File: src/rtl/mem_access_ctrl_if.sv
// CPU-side request/response bundle for mem_access_ctrl.
// master: the CPU datapath issuing requests; slave: the controller.
interface mem_access_ctrl_if #(
  parameter int ADDR_WIDTH = 7,
  parameter int DATA_WIDTH = 8
);
  logic                  req_valid;
  logic                  req_ready;
  logic                  req_write;
  logic [ADDR_WIDTH-1:0] req_addr;
  logic [DATA_WIDTH-1:0] req_wdata;
  logic                  rsp_valid;
  logic [DATA_WIDTH-1:0] rsp_rdata;

  modport master (
    output req_valid, req_write, req_addr, req_wdata,
    input  req_ready, rsp_valid, rsp_rdata
  );

  modport slave (
    input  req_valid, req_write, req_addr, req_wdata,
    output req_ready, rsp_valid, rsp_rdata
  );
endinterface

File: src/rtl/mem_access_ctrl.sv
// mem_access_ctrl: sequences single-beat CPU requests into timed memory
// cycles (setup, fixed-width en pulse, hold/recover) for the 128x8 memory.
// Every mem_*/rsp_* output is a flop loaded from a decode of the current
// FSM state, so the memory pins lag the FSM by exactly one cycle and no
// combinational path exists from req_* to mem_*.
// Optional feature: define MEM_CTRL_WPROT_EN to turn writes to addresses
// 0..WPROT_TOP into dummy cycles flagged by wprot_err.
module mem_access_ctrl #(
  parameter int ADDR_WIDTH    = 7,
  parameter int DATA_WIDTH    = 8,
  parameter int SETUP_CYCLES  = 1,
  parameter int ACCESS_CYCLES = 3
`ifdef MEM_CTRL_WPROT_EN
  , parameter int WPROT_TOP   = 15
`endif
) (
  input  logic                  clk,
  input  logic                  rst_n,
  mem_access_ctrl_if.slave      bus,
  output logic                  mem_en,
  output logic                  mem_read,
  output logic                  mem_write,
  output logic [ADDR_WIDTH-1:0] mem_address,
  output logic [DATA_WIDTH-1:0] mem_input_data,
  input  logic [DATA_WIDTH-1:0] mem_output_data
`ifdef MEM_CTRL_WPROT_EN
  , output logic                wprot_err
`endif
);

  typedef enum logic [1:0] {
    ST_IDLE,
    ST_SETUP,
    ST_ACCESS,
    ST_RECOVER
  } state_t;

  localparam logic [3:0] LP_SETUP_LAST  = 4'(SETUP_CYCLES - 1);
  localparam logic [3:0] LP_ACCESS_LAST = 4'(ACCESS_CYCLES - 1);

  state_t                r_state;
  state_t                w_state_next;
  logic [3:0]            r_cnt;
  logic [3:0]            w_cnt_next;
  logic                  w_accept;
  logic                  w_blocked;

  logic                  r_write;
  logic [ADDR_WIDTH-1:0] r_addr;
  logic [DATA_WIDTH-1:0] r_wdata;

  logic                  r_mem_en;
  logic                  r_mem_read;
  logic                  r_mem_write;
  logic [ADDR_WIDTH-1:0] r_mem_address;
  logic [DATA_WIDTH-1:0] r_mem_input_data;
  logic                  r_rsp_valid;
  logic [DATA_WIDTH-1:0] r_rsp_rdata;

  logic                  w_mem_en_next;
  logic                  w_mem_read_next;
  logic                  w_mem_write_next;
  logic                  w_rsp_valid_next;
  logic                  w_addr_load;
  logic                  w_capture;

  assign w_accept      = bus.req_valid && (r_state == ST_IDLE);
  assign bus.req_ready = (r_state == ST_IDLE);

`ifdef MEM_CTRL_WPROT_EN
  localparam logic [ADDR_WIDTH-1:0] LP_WPROT_TOP = ADDR_WIDTH'(WPROT_TOP);

  logic r_blocked;
  logic r_wprot_err;

  // Flag protected writes at acceptance; report the flag with the response.
  always_ff @(posedge clk or negedge rst_n) begin
    if (!rst_n) begin
      r_blocked   <= 1'b0;
      r_wprot_err <= 1'b0;
    end else begin
      if (w_accept) begin
        r_blocked <= bus.req_write && (bus.req_addr <= LP_WPROT_TOP);
      end
      r_wprot_err <= (r_state == ST_RECOVER) && r_blocked;
    end
  end

  assign w_blocked = r_blocked;
  assign wprot_err = r_wprot_err;
`else
  assign w_blocked = 1'b0;
`endif

  // FSM state and phase counter.
  always_ff @(posedge clk or negedge rst_n) begin
    if (!rst_n) begin
      r_state <= ST_IDLE;
      r_cnt   <= 4'd0;
    end else begin
      r_state <= w_state_next;
      r_cnt   <= w_cnt_next;
    end
  end

  // Next state, counter and the decoded values for the output flops.
  always_comb begin
    w_state_next     = r_state;
    w_cnt_next       = r_cnt;
    w_mem_en_next    = 1'b0;
    w_mem_read_next  = 1'b0;
    w_mem_write_next = 1'b0;
    w_rsp_valid_next = 1'b0;
    w_addr_load      = 1'b0;
    w_capture        = 1'b0;
    case (r_state)
      ST_IDLE: begin
        if (w_accept) begin
          w_state_next = ST_SETUP;
          w_cnt_next   = LP_SETUP_LAST;
        end
      end
      ST_SETUP: begin
        w_mem_read_next  = !r_write;
        w_mem_write_next = r_write && !w_blocked;
        w_addr_load      = 1'b1;
        if (r_cnt == 4'd0) begin
          w_state_next = ST_ACCESS;
          w_cnt_next   = LP_ACCESS_LAST;
        end else begin
          w_cnt_next = r_cnt - 4'd1;
        end
      end
      ST_ACCESS: begin
        w_mem_read_next  = !r_write;
        w_mem_write_next = r_write && !w_blocked;
        w_mem_en_next    = !w_blocked;
        if (r_cnt == 4'd0) begin
          w_state_next = ST_RECOVER;
        end else begin
          w_cnt_next = r_cnt - 4'd1;
        end
      end
      ST_RECOVER: begin
        // The flops still show the last en cycle here, so this edge is the
        // one that closes the pulse: sample read data now.
        w_mem_read_next  = !r_write;
        w_mem_write_next = r_write && !w_blocked;
        w_rsp_valid_next = 1'b1;
        w_capture        = !r_write;
        w_state_next     = ST_IDLE;
      end
      default: begin
        w_state_next = ST_IDLE;
      end
    endcase
  end

  // Latch the request on acceptance; the requester may change it afterwards.
  always_ff @(posedge clk or negedge rst_n) begin
    if (!rst_n) begin
      r_write <= 1'b0;
      r_addr  <= '0;
      r_wdata <= '0;
    end else if (w_accept) begin
      r_write <= bus.req_write;
      r_addr  <= bus.req_addr;
      r_wdata <= bus.req_wdata;
    end
  end

  // Registered memory pins and response; address/data only move in setup.
  always_ff @(posedge clk or negedge rst_n) begin
    if (!rst_n) begin
      r_mem_en         <= 1'b0;
      r_mem_read       <= 1'b0;
      r_mem_write      <= 1'b0;
      r_mem_address    <= '0;
      r_mem_input_data <= '0;
      r_rsp_valid      <= 1'b0;
      r_rsp_rdata      <= '0;
    end else begin
      r_mem_en    <= w_mem_en_next;
      r_mem_read  <= w_mem_read_next;
      r_mem_write <= w_mem_write_next;
      r_rsp_valid <= w_rsp_valid_next;
      if (w_addr_load) begin
        r_mem_address    <= r_addr;
        r_mem_input_data <= r_wdata;
      end
      if (w_capture) begin
        r_rsp_rdata <= mem_output_data;
      end
    end
  end

  assign mem_en         = r_mem_en;
  assign mem_read       = r_mem_read;
  assign mem_write      = r_mem_write;
  assign mem_address    = r_mem_address;
  assign mem_input_data = r_mem_input_data;
  assign bus.rsp_valid  = r_rsp_valid;
  assign bus.rsp_rdata  = r_rsp_rdata;

endmodule

File: src/flat_wrapper.sv
// flat-port wrapper written by rule: the top's interface ports become plain ports
module mem_access_ctrl_flat 
#(
  parameter int ADDR_WIDTH    = 7,
  parameter int DATA_WIDTH    = 8,
  parameter int SETUP_CYCLES  = 1,
  parameter int ACCESS_CYCLES = 3

)
  (clk, rst_n, mem_en, mem_read, mem_write, mem_address, mem_input_data, mem_output_data, bus_req_valid, bus_req_write, bus_req_addr, bus_req_wdata, bus_req_ready, bus_rsp_valid, bus_rsp_rdata);
  mem_access_ctrl_if #(.ADDR_WIDTH(ADDR_WIDTH), .DATA_WIDTH(DATA_WIDTH)) bus_i ();
  input  logic clk;
  input  logic rst_n;
  output logic mem_en;
  output logic mem_read;
  output logic mem_write;
  output logic [ADDR_WIDTH-1:0] mem_address;
  output logic [DATA_WIDTH-1:0] mem_input_data;
  input  logic [DATA_WIDTH-1:0] mem_output_data;
  input wire logic [$bits(bus_i.req_valid)-1:0] bus_req_valid;
  input wire logic [$bits(bus_i.req_write)-1:0] bus_req_write;
  input wire logic [$bits(bus_i.req_addr)-1:0] bus_req_addr;
  input wire logic [$bits(bus_i.req_wdata)-1:0] bus_req_wdata;
  output wire logic [$bits(bus_i.req_ready)-1:0] bus_req_ready;
  output wire logic [$bits(bus_i.rsp_valid)-1:0] bus_rsp_valid;
  output wire logic [$bits(bus_i.rsp_rdata)-1:0] bus_rsp_rdata;
  assign bus_i.req_valid = bus_req_valid;
  assign bus_i.req_write = bus_req_write;
  assign bus_i.req_addr = bus_req_addr;
  assign bus_i.req_wdata = bus_req_wdata;
  assign bus_req_ready = bus_i.req_ready;
  assign bus_rsp_valid = bus_i.rsp_valid;
  assign bus_rsp_rdata = bus_i.rsp_rdata;
  mem_access_ctrl #(.ADDR_WIDTH(ADDR_WIDTH), .DATA_WIDTH(DATA_WIDTH), .SETUP_CYCLES(SETUP_CYCLES), .ACCESS_CYCLES(ACCESS_CYCLES)) u_core (.clk(clk), .rst_n(rst_n), .bus(bus_i), .mem_en(mem_en), .mem_read(mem_read), .mem_write(mem_write), .mem_address(mem_address), .mem_input_data(mem_input_data), .mem_output_data(mem_output_data));
endmodule
File: config.mk
export PLATFORM = sky130hd
export DESIGN_NAME = mem_access_ctrl_flat
export DESIGN_NICKNAME = d
export VERILOG_FILES = /design/src/rtl/mem_access_ctrl_if.sv /design/src/rtl/mem_access_ctrl.sv /design/src/flat_wrapper.sv
export SDC_FILE = /design/constraint.sdc
export NUM_CORES = 1
export LEC_CHECK = 0
export ABC_AREA = 1
export CAP_MARGIN = 0
export CORE_ASPECT_RATIO = 1.1
export CORE_MARGIN = 2
export CORE_UTILIZATION = 51
export DETAILED_ROUTE_END_ITERATION = 8
export GPL_TIMING_DRIVEN = 0
export HOLD_SLACK_MARGIN = 0.06
export PLACE_DENSITY = 0.84
export SLEW_MARGIN = 20
export SYNTH_ARGS = -nofsm -noshare
export SYNTH_HDL_FRONTEND = slang
export SYNTH_SLANG_ARGS = --single-unit
export TNS_END_PERCENT = 100
File: constraint.sdc
create_clock -name clk -period 4.35 [get_ports clk]
set_input_delay 0.87 -clock clk [delete_from_list [all_inputs] [get_ports clk]]
set_output_delay 0.87 -clock clk [all_outputs]
set_load 0.01 [all_outputs]
==> metrics.csv, run 1 <==
stage,metric,value,unit
synthesis,syn nets,218,
power_and_ir_drop,Max VDD drop,0.000350,V
outcome,status,completed,
power_and_ir_drop,Int Pwr,1.30,mW
sta,fin. max-slew vios,0,
synthesis,synth warn,0,
synthesis,largest family of logic cells by synthesized area,simple AND/OR/NAND/NOR gates,
sta,final setup violating endpoints,0,
place,routability congestion estimate from global placement,0.709,
synthesis,Yosys reg bits,49,
synthesis,multiplexer share of the synthesized area,14.1,%
power_and_ir_drop,PwrDens,724,nW/µm²
sta,unrepaired setup endpoints after global routing,false,
clock_tree,post-CTS setup buffer count,0,
route,routed via count,1416,
clock_tree,worst-skew pair later-pin latency,0.30,ns
route,vias per cell,4.75,
synthesis,Avg Synthesized Cell Area,11.1,µm²
sta,worst hold slack,0.432,ns
grt,GRT Util Overall,18.0,%
power_and_ir_drop,switching share of power,34.7,%
synthesis,"Top FF cell, synth",dfrtp_1,
final_layout,post-layout util,70.4,%
clock_tree,CTS resizes,0,
power_and_ir_drop,sequential share of power,40.0,%
sta,final period utilization,59.6,%
floorplan,Initial Util,52.4,%
sta,Tightest Pin Transition,0.531,ns
floorplan,DIE HEIGHT,70.4,µm
route,1st-pass router iterations,4,
synthesis,Synth top area share,60.0,%
grt,antenna violations before repair,0,
synthesis,post-synth top area cell,dfrtp_1,
place,dpl hpwl,2710,µm
place,PortBufs,54,
floorplan,Die Wd,64.4,µm
power_and_ir_drop,clock power share,12.6,%
clock_tree,H-tree depth,2,
final_layout,Filler Cell Count,293,
final_layout,Non-Filler Instances,298,
clock_tree,CTS root buffer,clkbuf_8,
synthesis,post-synthesis sequential area ratio,60.0,%
route,first-iteration detailed-routing DRC count,47,
sta,Sum Neg Setup Slack,0,ns
sta,final hold vios,0,
worst_setup_path,Crit path arrival time,1.72,ns
final_layout,fraction of layout cells with a size suffix above 1,14.6,%
worst_setup_path,CP Class,flip-flop to output pin,
synthesis,synthesized instance count,184,
clock_tree,TritonCTS clock tree,done,
clock_tree,Clock Tree Buf Depth,2,
floorplan,Cell Rows,24,
sta,fin crit period,2.59,ns
grt,global-route wire length before repair,6290,µm
power_and_ir_drop,combinational cell fraction of total power,47.4,%
clock_tree,clk sink count,49,
synthesis,fraction of the mapped netlist area in simple logic gates,15.4,%
hold_path,Hold WC Path Type,flip-flop to flip-flop,
clock_tree,cts hold-fix bufs,0,
place,placed cells,291,
synthesis,Synth Area in Compound Gates,2.39,%
floorplan,Ports,55,
worst_setup_path,crit-path max FO,4,
clock_tree,"CTS clk-pin slew, worst paths",0.08,ns
synthesis,synthesized area,2040,µm²
floorplan,die area,4530,µm²
grt,vias in the first global route,1485,
synthesis,Post-synth EDFFs,0,
worst_setup_path,CP Data Required Time,3.48,ns
floorplan,total core area,3900,µm²
route,Avg WL per Cell,12.1,µm
synthesis,Post-Synth Adder-Cell Area,4.28,%
clock_tree,CTS buffer count,5,
sta,f_max,386,MHz
power_and_ir_drop,Pleak,1.34,nW
route,total wire length,3600,µm
synthesis,XOR/XNOR share of the synthesized area,0,%
power_and_ir_drop,Net Sw Power,0.689,mW
synthesis,cell with the most instances after synthesis,nand2_1,
final_layout,fin nets,280,
flow_run,Max Cap Violations,0,
final_layout,# diodes,0,
worst_setup_path,Setup crit start kind,flip-flop,
sta,clk_skew,0.00629,ns
grt,largest net degree at the start of global routing,27,
route,DRC viols,0,
synthesis,"FFs w/ async S/R, synth",100,%
grt,remaining global-route overflow,0,
route,Routed Antenna Nets,0,
sta,Slew headroom,64.6,%
final_layout,area delta synth->final,34.3,%
synthesis,Netlist cell types,17,
worst_setup_path,CP endpoint kind,output pin,
synthesis,synth top area cells,"dfrtp_1 (60%), nand2_1 (12%), mux2_2 (8.3%)",
synthesis,commonest cells in the synthesized netlist,"nand2_1 (63), dfrtp_1 (49), mux2_2 (15)",
[logic make-up after synthesis]
| logic type | after synthesis |
|---|---|
| and+or+nand+nor | 80 |
| DFF | 49 |
| muxes | 23 |
| buffers and inverters | 18 |
| AOI/OAI and AO/OA | 7 |
| adders and majority gates | 7 |
[routing by layer]
layer / global-route usage (%) / wire (µm) / part of all wire, % / up-vias
met4: 7.09 / 44 / 1.2 / 0
li1: - / - / - / 702
met3: 6.28 / 245 / 6.8 / 5
met5: 0 / 0 / 0 / -
met2: 29.9 / 1790 / 50 / 40
met1: 21.2 / 1520 / 42 / 669
[final cells by class]
type                    count  area, µm²  area share [%]
plain buffers               4       25.0           0.911
clock buffers               6       72.6            2.64
flip-flops and latches     49       1230            44.6
multi-input cells         117        741            27.0
repair buffers             55        556            20.2
inverters                  14       52.6            1.91
clock inverters             1       8.76           0.319
well taps                  52       65.1            2.37
[per-stage QoR]
| stage | instance area [µm²] | worst slack (ns) | total power [mW] |
|---|---|---|---|
| finish | 2750 | 1.76 | 1.99 |
| global route | 2750 | 1.64 | 2.15 |
| CTS | 2750 | 1.73 | 2.01 |
| detailed placement | 2670 | 2.07 | 1.75 |
| global placement | 2650 | 1.06 | 1.72 |
| floorplan | 2040 | 2.67 | 1.35 |
[power groups by stage]
stage               clock network, mW  registers [mW]  logic, mW
floorplan                           0           0.845      0.507
global placement                    0           0.796      0.923
detailed placement                  0           0.801      0.951
CTS                             0.260           0.795      0.957
global route                    0.277           0.825       1.05
finish                          0.250           0.795      0.942
[sequential cells by signal, summed over array words and instances (netlist names), 2 cells and up]
signal / flops
u_core.mem_address: 7
u_core.bus.rsp_rdata: 8
u_core.r_wdata: 8
u_core.r_addr: 7
u_core.mem_input_data: 8
u_core.r_state: 2
u_core.r_cnt: 4
[layout by cell type (no fill, tap or decap)]
cell              n
nand3_1           5
nand2_4           1
clkdlybuf4s50_1  53
mux2_4            8
nor2_1           10
nand2_1          63
dfrtp_1          49
inv_1            14
a21boi_0          1
ha_1              7
a21oi_4           1
clkinv_4          1
nor3_1            1
mux2_2           15
buf_2             3
buf_12            1
clkbuf_8          5
clkbuf_1          2
buf_6             1
a21oi_1           2
o21ai_0           3
[critical path, stage by stage (launching register included)]
cell             delay, ns
dfrtp_1               0.42
inv_1                 0.11
ha_1                  0.30
clkdlybuf4s50_1       0.59
[path summary, 6_finish.rpt]
kind	startpoint	endpoint	slack, ns	cells past startpoint
worst max register to register	u_core.r_state[0]	u_core.r_addr[3]	2.77	5
worst max-delay path	u_core.r_state[0]	bus_req_ready	1.76	3
max in group asynchronous	rst_n	u_core.r_cnt[2]	3.29	2
worst min-delay path	u_core.r_write	u_core.mem_read	0.43	1
worst min register to register	u_core.r_write	u_core.mem_read	0.43	1
min in group asynchronous	rst_n	u_core.r_addr[4]	0.54	1
Note: power is estimated with default switching activity, not from simulation.
==> inputs of run 2 (changes only) <==
--- a/config.mk
+++ b/config.mk
@@ -9,11 +9,11 @@
 export CAP_MARGIN = 0
 export CORE_ASPECT_RATIO = 1.1
 export CORE_MARGIN = 2
-export CORE_UTILIZATION = 51
+export CORE_UTILIZATION = 47
 export DETAILED_ROUTE_END_ITERATION = 8
 export GPL_TIMING_DRIVEN = 0
 export HOLD_SLACK_MARGIN = 0.06
-export PLACE_DENSITY = 0.84
+export PLACE_DENSITY = 0.78
 export SLEW_MARGIN = 20
 export SYNTH_ARGS = -nofsm -noshare
 export SYNTH_HDL_FRONTEND = slang
==> constraint.sdc (replaced) <==
create_clock -name clk -period 2.7 [get_ports clk]
set_input_delay 0.54 -clock clk [delete_from_list [all_inputs] [get_ports clk]]
set_output_delay 0.54 -clock clk [all_outputs]
set_load 0.01 [all_outputs]
==> run 2 against run 1 <==
Non-clock buffer count is the same. Combinational power up 61%. Worst hold slack got worse by 0.21 ns. Die area rose by 8.0%. First-iteration DRC count rose by 96%. Cell count up 1.0%. Final area increased by 0.18%. Global-route usage decreased by 0.63 points.
==> metrics.csv, run 2 (synthesized netlist as in run 1, its figures left out) <==
stage,metric,value,unit,change
outcome,status,completed,,
worst_setup_path,CP max-delay cell,clkdlybuf4s50_1,,
worst_setup_path,Setup crit start kind,flip-flop,,
clock_tree,clk sink count,49,,unchanged
worst_setup_path,CP Data Required Time,2.16,ns,-1.32 ns
worst_setup_path,Crit path arrival time,1.74,ns,+0.02 ns
place,PortBufs,54,,unchanged
route,1st-pass router iterations,4,,unchanged
worst_setup_path,"Largest delay share family, worst path",buffers and inverters,,
flow_run,Max Cap Violations,0,,unchanged
floorplan,Initial Util,48.1,%,-4.3 points
place,dpl hpwl,2770,µm,+2.3%
route,Routed Antenna Nets,0,,unchanged
place,pre-CTS setup slack,0.738,ns,-1.33 ns
worst_setup_path,crit-path max FO,4,,unchanged
worst_setup_path,r2r setup slk,1.08,ns,-1.69 ns
clock_tree,CTS root buffer,clkbuf_8,,
grt,remaining global-route overflow,0,,unchanged
floorplan,Cell Rows,25,,+4.2%
final_layout,fraction of layout cells with a size suffix above 1,14.6,%,-0.059 points
grt,vias in the first global route,1400,,-5.7%
sta,f_max,439,MHz,
power_and_ir_drop,Pleak,1.34,nW,-0.21%
sta,Tightest Pin Transition,0.553,ns,+0.0221 ns
sta,clk_skew,0.00513,ns,-0.00116 ns
route,total wire length,3730,µm,+3.8%
sta,final period utilization,84.4,%,
grt,largest net degree at the start of global routing,27,,unchanged
final_layout,area delta synth->final,34.6,%,
grt,antenna violations before repair,0,,unchanged
clock_tree,H-tree depth,2,,unchanged
worst_setup_path,R2R Path End,u_core.r_addr[0],,
hold_path,Hold WC Path Type,input pin to async pin,,
worst_setup_path,crit-path cells,"inv_1, ha_1, clkdlybuf4s50_1",,
sta,worst hold slack,0.219,ns,-0.213 ns
clock_tree,"CTS clk-pin slew, worst paths",0.09,ns,about the same
route,routed via count,1449,,+2.3%
route,vias per cell,4.81,,+1.3%
sta,fin crit period,2.28,ns,
clock_tree,CTS resizes,0,,unchanged
place,routability congestion estimate from global placement,0.809,,+14%
clock_tree,cts hold-fix bufs,0,,unchanged
final_layout,fin nets,280,,unchanged
sta,fin. max-slew vios,0,,unchanged
floorplan,Ports,55,,unchanged
clock_tree,post-CTS setup buffer count,0,,unchanged
clock_tree,CTS buffer count,5,,unchanged
worst_setup_path,CP Class,flip-flop to output pin,,
sta,setup slack after layout,0.420,ns,-1.34 ns
clock_tree,TritonCTS clock tree,done,,
sta,Slew headroom,63.1,%,-1.5 points
final_layout,"commonest cells after routing, fill and taps aside","nand2_1 (63), clkdlybuf4s50_1 (53), dfrtp_1 (49)",,
place,Post-Place Cell Area,2670,µm²,about the same
final_layout,Multi-input gate area,741,µm²,unchanged
grt,global-route wire length before repair,6280,µm,about the same
final_layout,Filler Cell Count,368,,+26%
route,Avg WL per Cell,12.4,µm,+2.7%
final_layout,"commonest non-fill, non-tap cell in the layout",nand2_1,,
route,first-iteration detailed-routing DRC count,92,,+96%
sta,unrepaired setup endpoints after global routing,false,,
power_and_ir_drop,PwrDens,1170,nW/µm²,+62%
power_and_ir_drop,Max VDD drop,0.000610,V,+74%
floorplan,die area,4890,µm²,+8.0%
sta,final hold vios,0,,unchanged
clock_tree,Clock Tree Buf Depth,2,,unchanged
final_layout,post-layout util,64.7,%,-5.7 points
worst_setup_path,reg-to-reg critical path startpoint,u_core.r_state[0],,
floorplan,DIE HEIGHT,73.2,µm,+3.9%
clock_tree,worst-skew pair later-pin latency,0.30,ns,about the same
final_layout,# diodes,0,,unchanged
floorplan,total core area,4250,µm²,+9.0%
final_layout,Register Area,1230,µm²,unchanged
worst_setup_path,Worst R2R Path Depth,5,,unchanged
worst_setup_path,max incr delay on CP,0.59,ns,about the same
final_layout,"Design Area, Final",2750,µm²,+0.18%
worst_setup_path,path length in cells of the critical path,3,,unchanged
worst_setup_path,CP bufs+invs,2,,unchanged
sta,final setup violating endpoints,0,,unchanged
grt,GRT Util Overall,17.3,%,-0.63 points
route,DRC viols,0,,unchanged
floorplan,Die Wd,66.9,µm,+3.9%
worst_setup_path,CP endpoint kind,output pin,,
## run 2: cell type report
type                    count  share of cell area (%)
clock inverters             1                   0.273
multi-input cells         117                    26.9
inverters                  14                    1.91
repair buffers             55                    20.2
plain buffers               4                   0.910
clock buffers               7                    2.77
well taps                  54                    2.46
flip-flops and latches     49                    44.6
## run 2: worst max-delay path by stage
stage | from | endpoint | slack [ns]
floorplan | u_core.r_state[0] | u_core.r_addr[0] | 1.17
finish | u_core.r_state[0] | bus_req_ready | 0.42
global route | u_core.r_state[0] | bus_req_ready | 0.30
global placement | rst_n | u_core.r_addr[2] | -0.30
detailed placement | u_core.r_state[0] | bus_req_ready | 0.74
CTS | u_core.r_state[0] | bus_req_ready | 0.40
## run 2: per-stage QoR
stage | cells | TNS [ns] | power, mW
after floorplan | 184 | 0 | 2.18
final | 301 | 0 | 3.23
after global placement | 292 | -14.39 | 2.77
after CTS | 301 | 0 | 3.27
after global routing | 301 | 0 | 3.50
after detailed placement | 293 | 0 | 2.85
## run 2: power by group
group | leakage, nW | internal [mW] | switching (mW) | total [mW]
combinational | 0.707 | 0.816 | 0.708 | 1.52
sequential | 0.596 | 1.10 | 0.191 | 1.29
clock | 0.0385 | 0.184 | 0.233 | 0.417
## run 2: per-layer routing
| layer | up-vias | GRT usage, % | wire (µm) |
|---|---|---|---|
| li1 | 700 | - | - |
| met1 | 691 | 22.0 | 1560 |
| met2 | 52 | 28.7 | 1880 |
| met3 | 6 | 4.17 | 246 |
| met4 | 0 | 6.58 | 55 |
| met5 | - | 0 | 0 |
==> inputs of run 3 (changes only) <==
--- a/config.mk
+++ b/config.mk
@@ -9,11 +9,11 @@
 export CAP_MARGIN = 0
 export CORE_ASPECT_RATIO = 1.1
 export CORE_MARGIN = 2
-export CORE_UTILIZATION = 47
+export CORE_UTILIZATION = 43
 export DETAILED_ROUTE_END_ITERATION = 8
 export GPL_TIMING_DRIVEN = 0
 export HOLD_SLACK_MARGIN = 0.06
-export PLACE_DENSITY = 0.78
+export PLACE_DENSITY = 0.75
 export SLEW_MARGIN = 20
 export SYNTH_ARGS = -nofsm -noshare
 export SYNTH_HDL_FRONTEND = slang
==> constraint.sdc (replaced) <==
create_clock -name clk -period 2 [get_ports clk]
set_input_delay 0.4 -clock clk [delete_from_list [all_inputs] [get_ports clk]]
set_output_delay 0.4 -clock clk [all_outputs]
set_load 0.01 [all_outputs]
==> run 3 against run 2 <==
Total power increased by 38%. Core utilization fell by 4.1 points. Register-to-register slack lost 0.67 ns. Die area up 8.8%. Cell count increased by 1.3%. Clock power up 40%. Sequential power rose by 34%. Critical path depth is 2 lower. Final area is 1.6% higher. Critical path type unchanged.
==> metrics.csv, run 3 (synthesized netlist as in run 1, its figures left out) <==
stage,metric,value,unit,change
worst_setup_path,max incr delay on CP,0.55,ns,-0.04 ns
worst_setup_path,CP Data Required Time,1.60,ns,-0.56 ns
floorplan,Die Wd,69.7,µm,+4.3%
worst_setup_path,crit-path cells,clkdlybuf4s50_1,,
grt,largest net degree at the start of global routing,32,,+19%
floorplan,Initial Util,44.3,%,-3.8 points
grt,global-route wire length before repair,6550,µm,+4.3%
worst_setup_path,Crit path arrival time,1.22,ns,-0.52 ns
clock_tree,CTS buffer count,5,,unchanged
final_layout,"commonest cells after routing, fill and taps aside","nand2_1 (63), clkdlybuf4s50_1 (52), dfrtp_1 (49)",,
worst_setup_path,crit-path max FO,2,,-2
final_layout,fin nets,283,,+1.1%
grt,vias in the first global route,1418,,+1.3%
power_and_ir_drop,total power draw,4.45,mW,+38%
clock_tree,Clock Tree Buf Depth,2,,unchanged
power_and_ir_drop,combinational cell fraction of total power,48.1,%,+0.9 points
floorplan,DIE HEIGHT,76.3,µm,+4.3%
worst_setup_path,CP Class,flip-flop to output pin,,
place,routability congestion estimate from global placement,0.822,,+1.5%
final_layout,Multi-input gate area,753,µm²,+1.7%
outcome,status,completed,,
sta,final period utilization,81.1,%,
power_and_ir_drop,PwrDens,1590,nW/µm²,+36%
worst_setup_path,CP bufs+invs,1,,-1
final_layout,area delta synth->final,36.8,%,
route,Met3 Wirelength,199,µm,-19%
sta,setup slack after layout,0.379,ns,-0.0414 ns
power_and_ir_drop,sequential share of power,38.8,%,-1.1 points
sta,final setup violating endpoints,0,,unchanged
worst_setup_path,CP endpoint kind,output pin,,
route,met1 wire length,1660,µm,+6.5%
route,first-iteration detailed-routing DRC count,29,,-68%
final_layout,Filler Cell Count,413,,+12%
final_layout,Register Area,1230,µm²,unchanged
worst_setup_path,CP max-delay cell,clkdlybuf4s50_1,,
power_and_ir_drop,Pleak,1.37,nW,+2.3%
route,vias per cell,4.70,,-2.5%
route,total wire length,3860,µm,+3.3%
grt,antenna violations before repair,0,,unchanged
place,PortBufs,54,,unchanged
route,max layer used,met4,,
final_layout,post-layout util,60.5,%,-4.1 points
sta,unrepaired setup endpoints after global routing,false,,
final_layout,fraction of layout cells with a size suffix above 1,16.5,%,+1.9 points
sta,Slew headroom,67.6,%,+4.5 points
worst_setup_path,Setup crit start kind,flip-flop,,
hold_path,Hold WC Path Type,flip-flop to flip-flop,,
clock_tree,"CTS clk-pin slew, worst paths",0.08,ns,about the same
floorplan,total core area,4620,µm²,+8.6%
power_and_ir_drop,Net Sw Power,1.54,mW,+36%
sta,final hold vios,0,,unchanged
clock_tree,TritonCTS clock tree,done,,
floorplan,Cell Rows,26,,+4.0%
flow_run,Max Cap Violations,0,,unchanged
final_layout,# diodes,0,,unchanged
sta,fin. max-slew vios,0,,unchanged
power_and_ir_drop,clock power share,13.1,%,+0.2 points
clock_tree,CTS root buffer,clkbuf_8,,
clock_tree,worst-skew pair later-pin latency,0.29,ns,about the same
sta,f_max,617,MHz,
grt,remaining global-route overflow,0,,unchanged
sta,Tightest Pin Transition,0.486,ns,-0.0671 ns
route,Avg WL per Cell,12.6,µm,+2.0%
route,routed wl met2,1930,µm,+3.1%
route,DRC viols,0,,unchanged
route,routed via count,1432,,-1.2%
clock_tree,clk sink count,49,,unchanged
power_and_ir_drop,Max VDD drop,0.000709,V,+16%
route,1st-pass router iterations,4,,unchanged
place,pre-CTS setup slack,0.161,ns,-0.577 ns
floorplan,die area,5320,µm²,+8.8%
sta,clk_skew,0.00385,ns,-0.00128 ns
clock_tree,H-tree depth,2,,unchanged
grt,GRT Util Overall,15.8,%,-1.5 points
final_layout,"commonest non-fill, non-tap cell in the layout",nand2_1,,
sta,Sum Neg Setup Slack,0,ns,unchanged
power_and_ir_drop,Int Pwr,2.90,mW,+39%
sta,fin crit period,1.62,ns,
floorplan,Ports,55,,unchanged
place,dpl hpwl,2810,µm,+1.4%
power_and_ir_drop,switching share of power,34.7,%,-0.36 points
worst_setup_path,"Largest delay share family, worst path",buffers and inverters,,
route,Routed Antenna Nets,0,,unchanged
-- run 3: per-layer routing --
metal  GRT usage [%]  up-vias
met5               0        -
met4            6.35        0
met3            4.50        9
met2            27.0       37
met1            18.7      678
li1                -      708
-- run 3: worst reg2reg max path, cell delays in order, from the launching register on --
cell	delay (ns)
dfrtp_1	0.42
buf_4	0.15
ha_1	0.25
nand2_1	0.29
mux2_2	0.38
-- run 3: metrics by stage --
stage	hold slack (ns)	std cells	area, µm²
floorplan	0.104	184	2040
global placement	0.401	294	2660
detailed placement	0.380	295	2670
CTS	0.425	303	2780
global route	0.440	305	2800
finish	0.422	305	2800
-- run 3: what timing repair did --
| action | 4_1_cts | 5_1_grt |
|---|---|---|
| setup endpoints to repair | 1 | 1 |
| hold buffers | 1 | 0 |
| gates resized for setup | 4 | 1 |
| setup buffers | 0 | 2 |
| endpoints found under the hold margin | 18 | 0 |
| pin swaps | 0 | 0 |
-- run 3: power groups by stage --
stage	clock network, mW	registers [mW]	logic, mW
after CTS	0.600	1.74	2.14
after detailed placement	0	1.75	2.10
after global routing	0.632	1.78	2.39
after floorplan	0	1.84	1.10
after global placement	0	1.73	2.02
final	0.582	1.73	2.14
-- run 3: worst paths after layout --
check | from | to | slack [ns] | cells past startpoint
min in group asynchronous | rst_n | u_core.mem_input_data[6] | 0.58 | 2
worst min register to register | u_core.r_write | u_core.mem_read | 0.42 | 1
worst min-delay path | u_core.r_write | u_core.mem_read | 0.42 | 1
max in group asynchronous | rst_n | u_core.r_addr[0] | 0.91 | 3
worst max register to register | u_core.r_state[0] | u_core.bus.rsp_rdata[0] | 0.41 | 4
worst max-delay path | u_core.mem_address[3] | mem_address[3] | 0.38 | 1
-- run 3: final cells by class --
class,count,area share (%)
buffer,4,0.895
clock buffer,7,3.09
inverter,14,1.88
multi-input combinational,117,26.9
sequential,49,43.8
tap,56,2.51
timing repair buffer,58,20.9
